$ cat config.mk
export PLATFORM = sky130hd
export DESIGN_NAME = instr_fetch_flat
export DESIGN_NICKNAME = d
export VERILOG_FILES = /design/src/rtl/proc_pkg.sv /design/src/rtl/instr_fetch_if.sv /design/src/rtl/fetch_fifo.sv /design/src/rtl/instr_fetch.sv /design/src/flat_wrapper.sv
export SDC_FILE = /design/constraint.sdc
export NUM_CORES = 1
export LEC_CHECK = 0
export BUFFER_PORTS_ARGS = -buffer_cell sky130_fd_sc_hd__buf_4
export CAP_MARGIN = 20
export CORE_MARGIN = 1.5
export CORE_UTILIZATION = 55
export DETAILED_ROUTE_END_ITERATION = 6
export PLACE_DENSITY = 0.76
export REMOVE_ABC_BUFFERS = 1
export SLEW_MARGIN = 20
export SYNTH_ARGS = -nofsm -noshare
export SYNTH_HDL_FRONTEND = slang
export SYNTH_SLANG_ARGS = --single-unit
$ cat constraint.sdc
create_clock -name clk -period 5.6 [get_ports clk]
set_input_delay 1.12 -clock clk [delete_from_list [all_inputs] [get_ports clk]]
set_output_delay 1.12 -clock clk [all_outputs]
set_load 0.005 [all_outputs]
$ cat src/rtl/proc_pkg.sv
`default_nettype none
// ============================================================================
// Module      : proc_pkg
// Description : Shared definitions for the 16-bit processor: word width,
//               end-of-program word, and instruction field positions used by
//               the downstream decoder.
// Revision    : 1.0 - initial release
// ============================================================================
package proc_pkg;

  localparam int WORD_WIDTH = 16;

  typedef logic [WORD_WIDTH-1:0] word_t;

  // Consuming this word ends the program.
  localparam word_t HALT_WORD = 16'h0000;

  // Instruction field positions.
  localparam int OPCODE_MSB = 15;
  localparam int OPCODE_LSB = 12;
  localparam int RDEST_MSB  = 11;
  localparam int RDEST_LSB  = 8;
  localparam int EXT_MSB    = 7;
  localparam int EXT_LSB    = 4;
  localparam int RSRC_MSB   = 3;
  localparam int RSRC_LSB   = 0;

  typedef struct packed {
    logic [3:0] opcode;
    logic [3:0] rdest;
    logic [3:0] ext;
    logic [3:0] rsrc;
  } instr_fields_t;

  function automatic instr_fields_t split_fields(input word_t w);
    return instr_fields_t'(w);
  endfunction

  function automatic logic is_halt(input word_t w);
    return (w == HALT_WORD);
  endfunction

endpackage
`default_nettype wire

$ cat src/rtl/instr_fetch_if.sv
`default_nettype none
// ============================================================================
// Module      : instr_fetch_if
// Description : Fetch-unit bus bundle.
//               Memory side : mem_rd_en, mem_addr (out), mem_rdata (in)
//               Decoder side: instr, instr_pc, instr_valid (out), instr_ready (in)
//               Control     : redirect, redirect_pc (in), halted (out)
//               master = fetch unit, slave = memory/decoder/control side.
// Revision    : 1.0 - initial release
// ============================================================================
interface instr_fetch_if #(
  parameter int ADDR_WIDTH = 16
);
  import proc_pkg::*;

  logic                  mem_rd_en;
  logic [ADDR_WIDTH-1:0] mem_addr;
  word_t                 mem_rdata;
  word_t                 instr;
  logic [ADDR_WIDTH-1:0] instr_pc;
  logic                  instr_valid;
  logic                  instr_ready;
  logic                  redirect;
  logic [ADDR_WIDTH-1:0] redirect_pc;
  logic                  halted;

  modport master (
    output mem_rd_en, mem_addr, instr, instr_pc, instr_valid, halted,
    input  mem_rdata, instr_ready, redirect, redirect_pc
  );

  modport slave (
    input  mem_rd_en, mem_addr, instr, instr_pc, instr_valid, halted,
    output mem_rdata, instr_ready, redirect, redirect_pc
  );

endinterface
`default_nettype wire

$ cat src/rtl/fetch_fifo.sv
`default_nettype none
// ============================================================================
// Module      : fetch_fifo
// Description : Prefetch buffer of {word, pc} entries. Synchronous FIFO with
//               push/pop, synchronous flush and occupancy count.
//               Ports: clk, rst (async, active-high), i_flush, i_push,
//               i_push_word, i_push_pc, i_pop, o_head_word, o_head_pc, o_count.
//               Head outputs read 0 when empty.
// Revision    : 1.0 - initial release
// ============================================================================
module fetch_fifo
  import proc_pkg::*;
#(
  parameter int DEPTH    = 2,
  parameter int PC_WIDTH = 16
) (
  input  logic                         clk,
  input  logic                         rst,
  input  logic                         i_flush,
  input  logic                         i_push,
  input  word_t                        i_push_word,
  input  logic [PC_WIDTH-1:0]          i_push_pc,
  input  logic                         i_pop,
  output word_t                        o_head_word,
  output logic [PC_WIDTH-1:0]          o_head_pc,
  output logic [$clog2(DEPTH+1)-1:0]   o_count
);

  localparam int c_ptr_w = $clog2(DEPTH);
  localparam int c_cnt_w = $clog2(DEPTH+1);

  word_t               r_word_mem [DEPTH];
  logic [PC_WIDTH-1:0] r_pc_mem   [DEPTH];
  logic [c_ptr_w-1:0]  r_rd_ptr;
  logic [c_ptr_w-1:0]  r_wr_ptr;
  logic [c_cnt_w-1:0]  r_count;

  logic w_empty;
  logic w_full;
  logic w_do_pop;
  logic w_do_push;

  assign w_empty   = (r_count == '0);
  assign w_full    = (r_count == c_cnt_w'(DEPTH));
  assign w_do_pop  = i_pop && !w_empty;
  // When full, a simultaneous pop frees the slot the push lands in
  // (wr_ptr == rd_ptr), so the write lands safely behind the new head.
  assign w_do_push = i_push && (!w_full || w_do_pop);

  always_ff @(posedge clk or posedge rst) begin
    if (rst) begin
      r_rd_ptr <= '0;
      r_wr_ptr <= '0;
      r_count  <= '0;
    end else if (i_flush) begin
      r_rd_ptr <= '0;
      r_wr_ptr <= '0;
      r_count  <= '0;
    end else begin
      if (w_do_push) r_wr_ptr <= r_wr_ptr + c_ptr_w'(1);
      if (w_do_pop)  r_rd_ptr <= r_rd_ptr + c_ptr_w'(1);
      case ({w_do_push, w_do_pop})
        2'b10:   r_count <= r_count + c_cnt_w'(1);
        2'b01:   r_count <= r_count - c_cnt_w'(1);
        default: r_count <= r_count;
      endcase
    end
  end

  // Storage needs no reset: head outputs are masked while empty.
  always_ff @(posedge clk) begin
    if (!i_flush && w_do_push) begin
      r_word_mem[r_wr_ptr] <= i_push_word;
      r_pc_mem[r_wr_ptr]   <= i_push_pc;
    end
  end

  assign o_head_word = w_empty ? '0 : r_word_mem[r_rd_ptr];
  assign o_head_pc   = w_empty ? '0 : r_pc_mem[r_rd_ptr];
  assign o_count     = r_count;

  a_no_overflow: assert property (@(posedge clk) disable iff (rst)
    !(i_push && !i_flush && w_full && !w_do_pop));

endmodule
`default_nettype wire

$ cat src/rtl/instr_fetch.sv
`default_nettype none
// ============================================================================
// Module      : instr_fetch
// Description : Instruction fetch unit. Owns the PC, issues reads to a
//               synchronous instruction memory (data one cycle after the
//               strobe), buffers returned words in fetch_fifo and presents
//               them to the decoder over valid/ready. Supports PC redirect
//               and stops for good once the end-of-program word is accepted.
//               Ports: clk, rst (async, active-high), bus (instr_fetch_if
//               master: memory read port, decoder handshake, redirect, halted).
// Revision    : 1.0 - initial release
// ============================================================================
module instr_fetch
  import proc_pkg::*;
#(
  parameter int                    ADDR_WIDTH = 16,
  parameter int                    DEPTH      = 2,
  parameter logic [ADDR_WIDTH-1:0] RESET_PC   = '0
) (
  input  logic               clk,
  input  logic               rst,
  instr_fetch_if.master      bus
);

  localparam int c_cnt_w = $clog2(DEPTH+1);
  localparam int c_occ_w = c_cnt_w + 1;

  logic [ADDR_WIDTH-1:0] r_pc;
  logic [ADDR_WIDTH-1:0] r_issue_pc;
  logic                  r_inflight;
  logic                  r_halted;

  logic [c_cnt_w-1:0]    w_count;
  word_t                 w_head_word;
  logic [ADDR_WIDTH-1:0] w_head_pc;
  logic                  w_valid;
  logic                  w_pop;
  logic                  w_halt_pop;
  logic                  w_flush;
  logic                  w_push;
  logic                  w_issue;
  logic [c_occ_w-1:0]    w_occ;

  assign w_valid    = (w_count != '0) && !r_halted;
  assign w_pop      = w_valid && bus.instr_ready;
  assign w_halt_pop = w_pop && is_halt(w_head_word);

  // Redirect is ignored once halted, and loses to a halt in the same cycle.
  assign w_flush    = bus.redirect && !r_halted && !w_halt_pop;

  // Occupancy including the outstanding read, net of this cycle's pop;
  // issuing only below DEPTH is what makes buffer overflow impossible.
  assign w_occ      = c_occ_w'(w_count) + c_occ_w'(r_inflight) - c_occ_w'(w_pop);
  assign w_issue    = !rst && !r_halted && !bus.redirect && (w_occ < c_occ_w'(DEPTH));

  // A response landing in a redirect cycle belongs to the old stream.
  assign w_push     = r_inflight && !w_flush;

  always_ff @(posedge clk or posedge rst) begin
    if (rst) begin
      r_pc       <= RESET_PC;
      r_issue_pc <= RESET_PC;
      r_inflight <= 1'b0;
      r_halted   <= 1'b0;
    end else begin
      r_inflight <= w_issue;
      if (w_issue) begin
        r_pc       <= r_pc + ADDR_WIDTH'(1);
        r_issue_pc <= r_pc;
      end else if (w_flush) begin
        r_pc <= bus.redirect_pc;
      end
      if (w_halt_pop) r_halted <= 1'b1;
    end
  end

  fetch_fifo #(
    .DEPTH    (DEPTH),
    .PC_WIDTH (ADDR_WIDTH)
  ) u_fetch_fifo (
    .clk         (clk),
    .rst         (rst),
    .i_flush     (w_flush),
    .i_push      (w_push),
    .i_push_word (bus.mem_rdata),
    .i_push_pc   (r_issue_pc),
    .i_pop       (w_pop),
    .o_head_word (w_head_word),
    .o_head_pc   (w_head_pc),
    .o_count     (w_count)
  );

  assign bus.mem_rd_en   = w_issue;
  assign bus.mem_addr    = r_pc;
  assign bus.instr       = w_head_word;
  assign bus.instr_pc    = w_head_pc;
  assign bus.instr_valid = w_valid;
  assign bus.halted      = r_halted;

endmodule
`default_nettype wire
$ cat src/flat_wrapper.sv
// flat-port wrapper written by rule: the top's interface ports become plain ports
module instr_fetch_flat import proc_pkg::*;
#(
  parameter int                    ADDR_WIDTH = 16,
  parameter int                    DEPTH      = 2,
  parameter logic [ADDR_WIDTH-1:0] RESET_PC   = '0
)
  (clk, rst, bus_mem_rd_en, bus_mem_addr, bus_instr, bus_instr_pc, bus_instr_valid, bus_halted, bus_mem_rdata, bus_instr_ready, bus_redirect, bus_redirect_pc);
  instr_fetch_if #(.ADDR_WIDTH(ADDR_WIDTH)) bus_i ();
  input  logic clk;
  input  logic rst;
  output wire logic [$bits(bus_i.mem_rd_en)-1:0] bus_mem_rd_en;
  output wire logic [$bits(bus_i.mem_addr)-1:0] bus_mem_addr;
  output wire logic [$bits(bus_i.instr)-1:0] bus_instr;
  output wire logic [$bits(bus_i.instr_pc)-1:0] bus_instr_pc;
  output wire logic [$bits(bus_i.instr_valid)-1:0] bus_instr_valid;
  output wire logic [$bits(bus_i.halted)-1:0] bus_halted;
  input wire logic [$bits(bus_i.mem_rdata)-1:0] bus_mem_rdata;
  input wire logic [$bits(bus_i.instr_ready)-1:0] bus_instr_ready;
  input wire logic [$bits(bus_i.redirect)-1:0] bus_redirect;
  input wire logic [$bits(bus_i.redirect_pc)-1:0] bus_redirect_pc;
  assign bus_mem_rd_en = bus_i.mem_rd_en;
  assign bus_mem_addr = bus_i.mem_addr;
  assign bus_instr = bus_i.instr;
  assign bus_instr_pc = bus_i.instr_pc;
  assign bus_instr_valid = bus_i.instr_valid;
  assign bus_halted = bus_i.halted;
  assign bus_i.mem_rdata = bus_mem_rdata;
  assign bus_i.instr_ready = bus_instr_ready;
  assign bus_i.redirect = bus_redirect;
  assign bus_i.redirect_pc = bus_redirect_pc;
  instr_fetch #(.ADDR_WIDTH(ADDR_WIDTH), .DEPTH(DEPTH), .RESET_PC(RESET_PC)) u_core (.clk(clk), .rst(rst), .bus(bus_i));
endmodule
==> results.md, run 1 <==
- Post-layout net count: roughly 480
- Grt total ovfl: 0
- Pwr Density: about 500 mW/mm2
- Number of I/O port buffers: 86
- Number of buffer and inverter stages on the critical path: 4
- ANT nets after route: 0
- Pin count of the biggest net entering global routing: 39
- # clock sinks: ~100
- Layout cells sized above 1: between 20% and 30%
- Avg WL per Cell: 15.5 um
- # rows: 32
- Clk slew on worst S/H paths: ~0.090 ns
- Vias in the first global route: around 2900
- Max-cap viol count: 0
- Leakage power: 0.00218 uW
- DR top layer: met4
- Worst hold-check path type: flip-flop to flip-flop
- Seq/Total Area, Yosys: approximately 66%
- Die area: ~0.0085 mm2
- Clock Latency Late Sink: roughly 0.36 ns
- Crit-path slowest cell: fa_1
- Worst VDD drop: between 0.2 and 0.25 mV
- Critical path's largest stage delay: between 0.4 and 0.5 ns
- Hpwl dp: around 5.7 mm
- Met3 WL post-DR: 498 um
- Cell area after synthesis: ~0.0044 mm2
- Psw: around 960 uW
- Post-Layout Cell Count: 549
- Resize count post-CTS: 0
- Via count: roughly 3000
- Slew Viols, Final: 0
- RSZ-0062 raised after global routing: false
- Clk root buf: clkbuf_8
- Critical Path AT: 3.55 ns
- Total track usage: between 20% and 30%
- Routed wl met2: around 4.2 mm
- CTS Buf Count: 9
- Die height: approximately 92 um
- IO Count: between 80 and 90
- Clk network pwr share: between 10% and 20%
- Setup Fix Bufs, Post-CTS: 0
- Die Wd: 92.3 um
- Critical path cell sequence: buf_4 -> nor2b_1 -> o21ai_0 -> inv_1 -> ha_1 -> nor2b_1 -> fa_1 -> or4_1 -> or2_1 -> inv_1 -> buf_4
- Post-synthesis async set-or-reset flop share: a little under two fifths
- Final Power: around 2700 uW
- Max-slew headroom: about a third
- Endpoint class of the critical path: output port
- Post-Synthesis Cells: between 300 and 400
- Metal-1 WL: 3.72 mm
- Drt drc: 0
- Setup_tns: 0 ns
- Distinct cell type count after synthesis: 47
- Ys flop type: edfxtp_1
- Top delay family on crit path: simple AND/OR/NAND/NOR gates
- Initial Util: a little under three fifths
- Final setup vio count: 0
- CP startpoint kind: input pin
- FILL cells: ~560
- Placed cell count: ~530
- Fmax: approximately 210 MHz
- Layout Skew: 0.00937 ns
- Hold_buf cts: 0
- First-pass GRT wire length: approximately 14 mm
- Vias/cell: about 5.4
- Logic gate share of total power: a little under two fifths
- Synth Area per Inst: around 12 um2
- P&R area growth vs syn: 21.7%
- Routed wire length: between 8 and 9 mm
- CTS tree: done
- TritonRoute pass-1 iters: 4
- Yosys reg bits: between 100 and 150
- Slew @ Worst Pin: ~1.0 ns
- Period utilisation layout: between 80% and 90%
- Number of diodes: 0
- Htree depth: 3
- Min Tclk post-route: 4.67 ns
- Worst EP required: approximately 4.5 ns
- Syn. warnings: 0
- Critical Path Fanout Max: 3
- Clock Tree Buf Depth: 2
- Initial antenna violation count: 0
- Drt initial violations: about 130
- Final hold violation count: 0
- EDFF count, synth: 64
- Sequential share of power: 45.4%
- Int Power: 1770 uW
- Critical path type: input pin to output port
- Sw Share: around a third
- Core area: between 0.007 and 0.008 mm2
- Placed Instance Area: between 0.005 and 0.006 mm2
- Final Instance Area: 0.00534 mm2
- Status: complete, no violations
- Final GP Congestion: 0.787
placed cells by master, fill, tap and decap left out, types with 2 or more instances in the layout:
cell,instances
and3_1,4
nor3b_1,2
inv_1,7
ha_1,2
nor3_2,2
o221a_2,3
nor2_1,49
clkinv_4,2
nor3_1,6
dfrtp_1,37
edfxtp_1,64
mux2i_1,32
o21ai_0,5
clkbuf_8,9
a211oi_1,2
buf_4,95
nand2_1,61
nand3_1,9
xnor2_1,4
bufinv_16,2
a21oi_1,8
a31oi_1,5
nor4_2,2
a221o_1,2
nor2b_1,2
o211ai_1,3
o31ai_1,2
a211oi_2,2
power by group through the flow:
| stage | clock network (uW) | registers [uW] | logic, uW |
|---|---|---|---|
| detailed placement | 0 | 1250 | 1020 |
| floorplan | 0 | 1200 | 583 |
| global route | 521 | 1270 | 1110 |
| global placement | 0 | 1240 | 985 |
| CTS | 499 | 1240 | 1020 |
| finish | 487 | 1240 | 1010 |
stage by stage:
step           hold slack (ns)  setup slack, ns  util, %
2_1_floorplan            0.442            0.127        -
3_3_place_gp             0.449             1.06     66.3
3_5_place_dp             0.455            0.955     66.3
4_1_cts                  0.469            0.942     69.1
5_1_grt                  0.499            0.767     69.1
6_report                 0.466            0.930     69.1
layout make-up:
cell class              instances  area (um2)  area share [%]
well taps                     102         128            2.39
clock buffers                  10         128            2.39
repair buffers                 95         713            13.4
multi-input cells             227        1380            25.9
inverters                       7        26.3           0.492
flip-flops and latches        102        2870            53.8
clock inverters                 6        86.3            1.62
kinds of logic (layout without fill, tap and decap cells):
| group | Yosys count | in the layout | synth area share, % |
|---|---|---|---|
| mux | 33 | 33 | 7.56 |
| buf+inv | 25 | 118 | 3.22 |
| compound gates | 40 | 40 | 7.02 |
| flops | 102 | 102 | 65.5 |
| xor+xnor | 5 | 5 | 0.999 |
| fa+ha+maj | 3 | 3 | 1.03 |
| simple gates | 146 | 146 | 14.6 |
worst paths after layout:
kind / endpoint / start / slack, ns / cells past startpoint
worst max-delay path: bus_mem_rd_en / bus_instr_ready / 0.93 / 11
worst min-delay path: u_core.u_fetch_fifo.r_pc_mem[0][4] / u_core.r_issue_pc[4] / 0.47 / 0
worst max register to register: u_core.bus.mem_addr[15] / u_core.bus.halted / 1.76 / 12
worst min register to register: u_core.u_fetch_fifo.r_pc_mem[0][4] / u_core.r_issue_pc[4] / 0.47 / 0
max in group asynchronous: u_core.u_fetch_fifo.r_rd_ptr / rst / 4.35 / 3
min in group asynchronous: u_core.r_issue_pc[15] / rst / 0.88 / 3
synth_stat cells (all sizes together), types with 5 or more instances:
cell type / count / area [um2]
o21ai: 5 / 25.0
mux2i: 32 / 320
buf: 14 / 100
a31oi: 5 / 31.3
nand2: 61 / 229
nand3: 9 / 45.0
dfrtp: 38 / 951
edfxtp: 64 / 1920
nor3: 8 / 45.0
nor2: 50 / 188
a21oi: 8 / 40.0
inv: 7 / 26.3
flip-flops by register name, summed over array words and instances, names as in the netlist:
register,count
u_core.u_fetch_fifo.r_word_mem,32
u_core.u_fetch_fifo.r_rd_ptr,1
u_core.bus.mem_addr,16
u_core.u_fetch_fifo.r_wr_ptr,1
u_core.u_fetch_fifo.o_count,2
u_core.r_issue_pc,16
u_core.r_inflight,1
u_core.bus.halted,1
u_core.u_fetch_fifo.r_pc_mem,32
routing by layer:
metal | global-route usage, % | vias to the layer above
met1 | 26.2 | 1422
met4 | 7.44 | 0
met3 | 4.64 | 12
met5 | 0 | -
li1 | - | 1438
met2 | 36.0 | 105
(Power assumes the default switching activity.)
==> inputs of run 2 (changes only) <==
Clock period 5.6 ns to 4.6 ns, I/O delays scaled along.
==> results.md, run 2 (synthesis results as in run 1) <==
- ANT nets after route: 0
- Htree depth: 3
- Final setup vio count: 0
- Post-layout net count: 480
- Placed Instance Area: ~0.005 mm2
- Setup Fix Bufs, Post-CTS: 0
- Hold_buf cts: 0
- Final hold violation count: 0
- Utilization after layout: approximately 70%
- First-pass GRT wire length: approximately 14 mm
- Critical path type: input pin to output port
- RSZ-0062 raised after global routing: false
- Endpoint class of the critical path: output port
- Avg WL per Cell: 15.2 um
- Critical Path Fanout Max: 4
- Vias/cell: approximately 5.4
- Number of I/O port buffers: 86
- Min Tclk post-route: roughly 4.3 ns
- Die area: roughly 0.0085 mm2
- Largest regs: u_core.u_fetch_fifo.r_pc_mem: 32 flops, u_core.u_fetch_fifo.r_word_mem: 32 flops
- Fmax: ~230 MHz
- Max-cap viol count: 0
- Period utilisation layout: between 90 and 100%
- Leakage power: ~0.0022 uW
- # rows: 32
- Status: complete, no violations
- Initial Util: between 50% and 60%
- Final Instance Area: about 0.0053 mm2
- FILL cells: 596
- Drt initial violations: around 130
- Core area: just under 0.008 mm2
- Hold EP: u_core.u_fetch_fifo.r_pc_mem[1][13]
- Clock Tree Buf Depth: 2
- Drt drc: 0
- Layout cells sized above 1: a little over a quarter
- Flip-flop and latch area: approximately 0.0029 mm2
- Setup ws final: between 0.3 and 0.4 ns
- Clk slew on worst S/H paths: approximately 0.090 ns
- Clock Latency Late Sink: 0.36 ns
- CP startpoint kind: input pin
- Worst VDD drop: 0.262 mV
- Hpwl dp: 5.79 mm
- CTS tree: done
- FF-to-FF setup slack: a little over 0.9 ns
- TritonRoute pass-1 iters: 4
- CTS Buf Count: 9
- Hold Crit Depth: 0
- Worst slack at placement: 0.358 ns
- Commonest cells after routing, fill and taps aside: buf_4 (92), edfxtp_1 (64), nand2_1 (61), nor2_1 (49), dfrtp_1 (37)
- Die height: approximately 90 um
- Critical path's largest stage delay: 0.42 ns
- Total track usage: a little over a fifth
- Critical path cell sequence: buf_4 -> nor2b_1 -> o21ai_0 -> inv_1 -> ha_1 -> nor2b_1 -> fa_1 -> or4_1 -> or2_1 -> inv_1 -> buf_4
- Pwr Density: 604 mW/mm2
- Worst hold-check path type: flip-flop to flip-flop
- Final GP Congestion: roughly 0.86
- Reg2reg start: u_core.bus.halted
- FF-to-FF path depth: 13
- Number of diodes: 0
- P&R area growth vs syn: 21.0%
- Worst EP required: ~3.7 ns
- Vias in the first global route: between 2000 and 3000
- Initial antenna violation count: 0
- Resize count post-CTS: 0
- Crit-path slowest cell: fa_1
- Layout Skew: 0.00872 ns
- Multi-input logic area: 0.00138 mm2
- Critical Path AT: between 3 and 4 ns
- Top delay family on crit path: simple AND/OR/NAND/NOR gates
- Number of buffer and inverter stages on the critical path: 4
- Min-Delay Startpoint: u_core.r_issue_pc[13]
- RR Endpoint: u_core.bus.mem_addr[14]
- IO Count: between 80 and 90
- Die Wd: a little over 90 um
- Grt total ovfl: 0
- Commonest non-fill, non-tap cell in the layout: buf_4
- # clock sinks: around 100
- Final Power: around 3200 uW
- Slew @ Worst Pin: between 0.8 and 0.9 ns
- Slew Viols, Final: 0
- Max-slew headroom: between 40 and 50%
- Clk root buf: clkbuf_8
- Via count: 2949
- Pin count of the biggest net entering global routing: 31
- Routed wire length: around 8.3 mm
==> run 2: cell count changes in the layout (fill, tap and decap cells not counted), sizes merged <==
cell | before | now
buf | 95 | 94
bufinv | 2 | 0
clkinv | 4 | 5
clkinvlp | 0 | 1
==> run 2: metrics by stage <==
stage | hold slack [ns] | TNS (ns) | cells
2_1_floorplan | 0.442 | -50.57 | 336
3_3_place_gp | 0.449 | 0 | 532
3_5_place_dp | 0.465 | 0 | 532
4_1_cts | 0.485 | 0 | 548
5_1_grt | 0.491 | 0 | 548
6_report | 0.486 | 0 | 548
==> run 2: metal layers <==
metal  GRT usage [%]  routed length (um)
met3            5.39                 417
met2            33.7                3960
met1            28.0                3820
met5               0                   0
met4            8.46                 148
==> run 2: area by class of cell <==
| class | instances | area share, % |
|---|---|---|
| Multi-Input combinational cell | 227 | 26.1 |
| Clock buffer | 10 | 2.59 |
| Tap cell | 102 | 2.41 |
| Sequential cell | 102 | 54.2 |
| Inverter | 7 | 0.495 |
| Timing Repair Buffer | 94 | 13.8 |
| Clock inverter | 6 | 0.519 |
==> run 2: worst reg2reg max path, delay by kind of cell, from the launching register on <==
kind / cells / cell delay, ns
buffers and inverters: 2 / 0.40
AO/OA/AOI/OAI: 2 / 0.37
adder cells (fa/ha/maj): 2 / 0.67
AND/OR/NAND/NOR: 7 / 1.69
flip-flops: 1 / 0.48
==> run 2: power by group <==
part           switching, uW  total, uW  internal [uW]
clock network            278        481            203
registers                249       1500           1250
logic                    621       1230            606
==> run 2: how the worst max path moves through the flow <==
stage | start | end | slack, ns | cells past startpoint
after floorplan | u_core.u_fetch_fifo.o_count[0] | u_core.u_fetch_fifo.r_pc_mem[1][0] | -0.87 | 5
after global placement | bus_instr_ready | bus_mem_rd_en | 0.44 | 11
after detailed placement | bus_instr_ready | bus_mem_rd_en | 0.36 | 11
after CTS | bus_instr_ready | bus_mem_rd_en | 0.33 | 11
after global routing | bus_instr_ready | bus_mem_rd_en | 0.18 | 11
final | bus_instr_ready | bus_mem_rd_en | 0.33 | 11
==> inputs of run 3 (changes only) <==
Clock period 4.6 ns to 4.05 ns, I/O delays scaled along.
==> results.md, run 3 (synthesis results as in run 1) <==
- Critical path's largest stage delay: 0.42 ns
- Critical path cell sequence: buf_4 -> nor2b_1 -> o21ai_0 -> inv_1 -> ha_1 -> nor2b_1 -> fa_1 -> or4_1 -> or2_1 -> inv_1 -> buf_4
- Fmax: ~260 MHz
- Commonest non-fill, non-tap cell in the layout: buf_4
- Final Power: approximately 3800 uW
- Setup Fix Bufs, Post-CTS: 0
- Drt initial violations: approximately 170
- Final GP Congestion: ~0.74
- Final setup vio count: 0
- Status: complete, no violations
- First-pass GRT wire length: around 14 mm
- Hold_buf cts: 0
- Number of buffer and inverter stages on the critical path: 4
- Worst EP required: between 3 and 4 ns
- Total track usage: 21.6%
- Pwr Density: about 710 mW/mm2
- Critical Path Fanout Max: 3
- Clk slew on worst S/H paths: 0.09 ns
- Worst VDD drop: about 0.28 mV
- Clock Tree Buf Depth: 2
- Initial Util: 56.7%
- Layout cells sized above 1: approximately 28%
- Via count: approximately 3000
- Die Wd: around 92 um
- Top delay family on crit path: simple AND/OR/NAND/NOR gates
- Endpoint class of the critical path: output port
- Slew Viols, Final: 0
- Crit-path slowest cell: fa_1
- Slew @ Worst Pin: 0.942 ns
- Worst hold-check path type: flip-flop to flip-flop
- TritonRoute pass-1 iters: 4
- Commonest cells after routing, fill and taps aside: buf_4 (99), edfxtp_1 (64), nand2_1 (61), nor2_1 (49), dfrtp_1 (37)
- Resize count post-CTS: 0
- Die area: 0.00852 mm2
- Utilization after layout: a little over two thirds
- Die height: between 90 and 100 um
- Htree depth: 3
- Drt drc: 0
- Max-cap viol count: 0
- Number of diodes: 0
- Avg WL per Cell: around 15 um
- ANT nets after route: 0
- Critical Path AT: 3.10 ns
- Grt total ovfl: 0
- CTS Buf Count: 9
- Vias in the first global route: approximately 2900
- Routed wire length: about 8.5 mm
- Pin count of the biggest net entering global routing: 31
- CP startpoint kind: input pin
- CTS tree: done
- Hpwl dp: ~5.8 mm
- Max-slew headroom: 37.1%
- Period utilisation layout: between 90 and 100%
- Largest regs: u_core.u_fetch_fifo.r_pc_mem: 32 flops, u_core.u_fetch_fifo.r_word_mem: 32 flops
- Number of I/O port buffers: between 80 and 90
- Vias/cell: around 5.4
- Min Tclk post-route: approximately 4 ns
- IO Count: a little under 90
- # clock sinks: around 100
- FILL cells: approximately 600
- Clock Latency Late Sink: roughly 0.36 ns
- # rows: 32
- P&R area growth vs syn: 22.9%
- Final hold violation count: 0
- Post-layout net count: roughly 490
- Initial antenna violation count: 0
- Clk root buf: clkbuf_8
- Core area: around 0.0077 mm2
- Leakage power: 0.00221 uW
- RSZ-0062 raised after global routing: false
- Critical path type: input pin to output port
- Layout Skew: 0.0117 ns
-- run 3: cell count changes in the layout (fill, tap and decap cells not counted), sizes merged --
cell / delta
buf: +6
bufinv: +2
clkbuf: +3
clkinv: -5
-- run 3: final cells by class --
| cell class | count | area, um2 | area share [%] |
|---|---|---|---|
| clock inverters | 3 | 67.6 | 1.25 |
| clock buffers | 13 | 149 | 2.76 |
| multi-input cells | 227 | 1380 | 25.7 |
| repair buffers | 100 | 763 | 14.2 |
| inverters | 7 | 26.3 | 0.487 |
| flip-flops and latches | 102 | 2870 | 53.3 |
| well taps | 102 | 128 | 2.37 |
-- run 3: per-stage QoR --
stage	TNS, ns	cell area, um2	hold slack, ns	instances	setup WS (ns)
after floorplan	-86.41	4270	0.442	336	-1.42
after global placement	0	5170	0.451	537	0.164
after detailed placement	0	5170	0.457	537	0.0670
after CTS	0	5380	0.477	553	0.0775
after global routing	0	5390	0.481	554	0.0241
final	0	5390	0.479	554	0.139
-- run 3: path summary, 6_finish.rpt --
path,start,endpoint,slack [ns],cells past startpoint
setup reg to reg,u_core.u_fetch_fifo.o_count[0],u_core.bus.mem_addr[15],0.59,11
hold / removal,u_core.r_issue_pc[14],u_core.u_fetch_fifo.r_pc_mem[0][14],0.48,0
setup / recovery,bus_instr_ready,bus_mem_rd_en,0.14,11
hold reg to reg,u_core.r_issue_pc[14],u_core.u_fetch_fifo.r_pc_mem[0][14],0.48,0
max in group asynchronous,rst,u_core.bus.mem_addr[7],2.63,3
min in group asynchronous,rst,u_core.r_issue_pc[9],0.67,2
-- run 3: layer usage --
metal,global-route usage [%],vias to the layer above,wire length [um],share of wire (%)
met5,0,-,0,0
met4,9.74,0,133,1.6
met3,4.31,11,400,4.7
met2,35.2,85,4250,50
met1,28.1,1435,3760,44
li1,-,1452,-,-
-- run 3: report_power, final --
part	switching [uW]	leakage [uW]	internal, uW
Sequential	262	0.00104	1420
Clock	321	0.000104	366
Combinational	734	0.00106	713
Total	1320	0.00221	2500
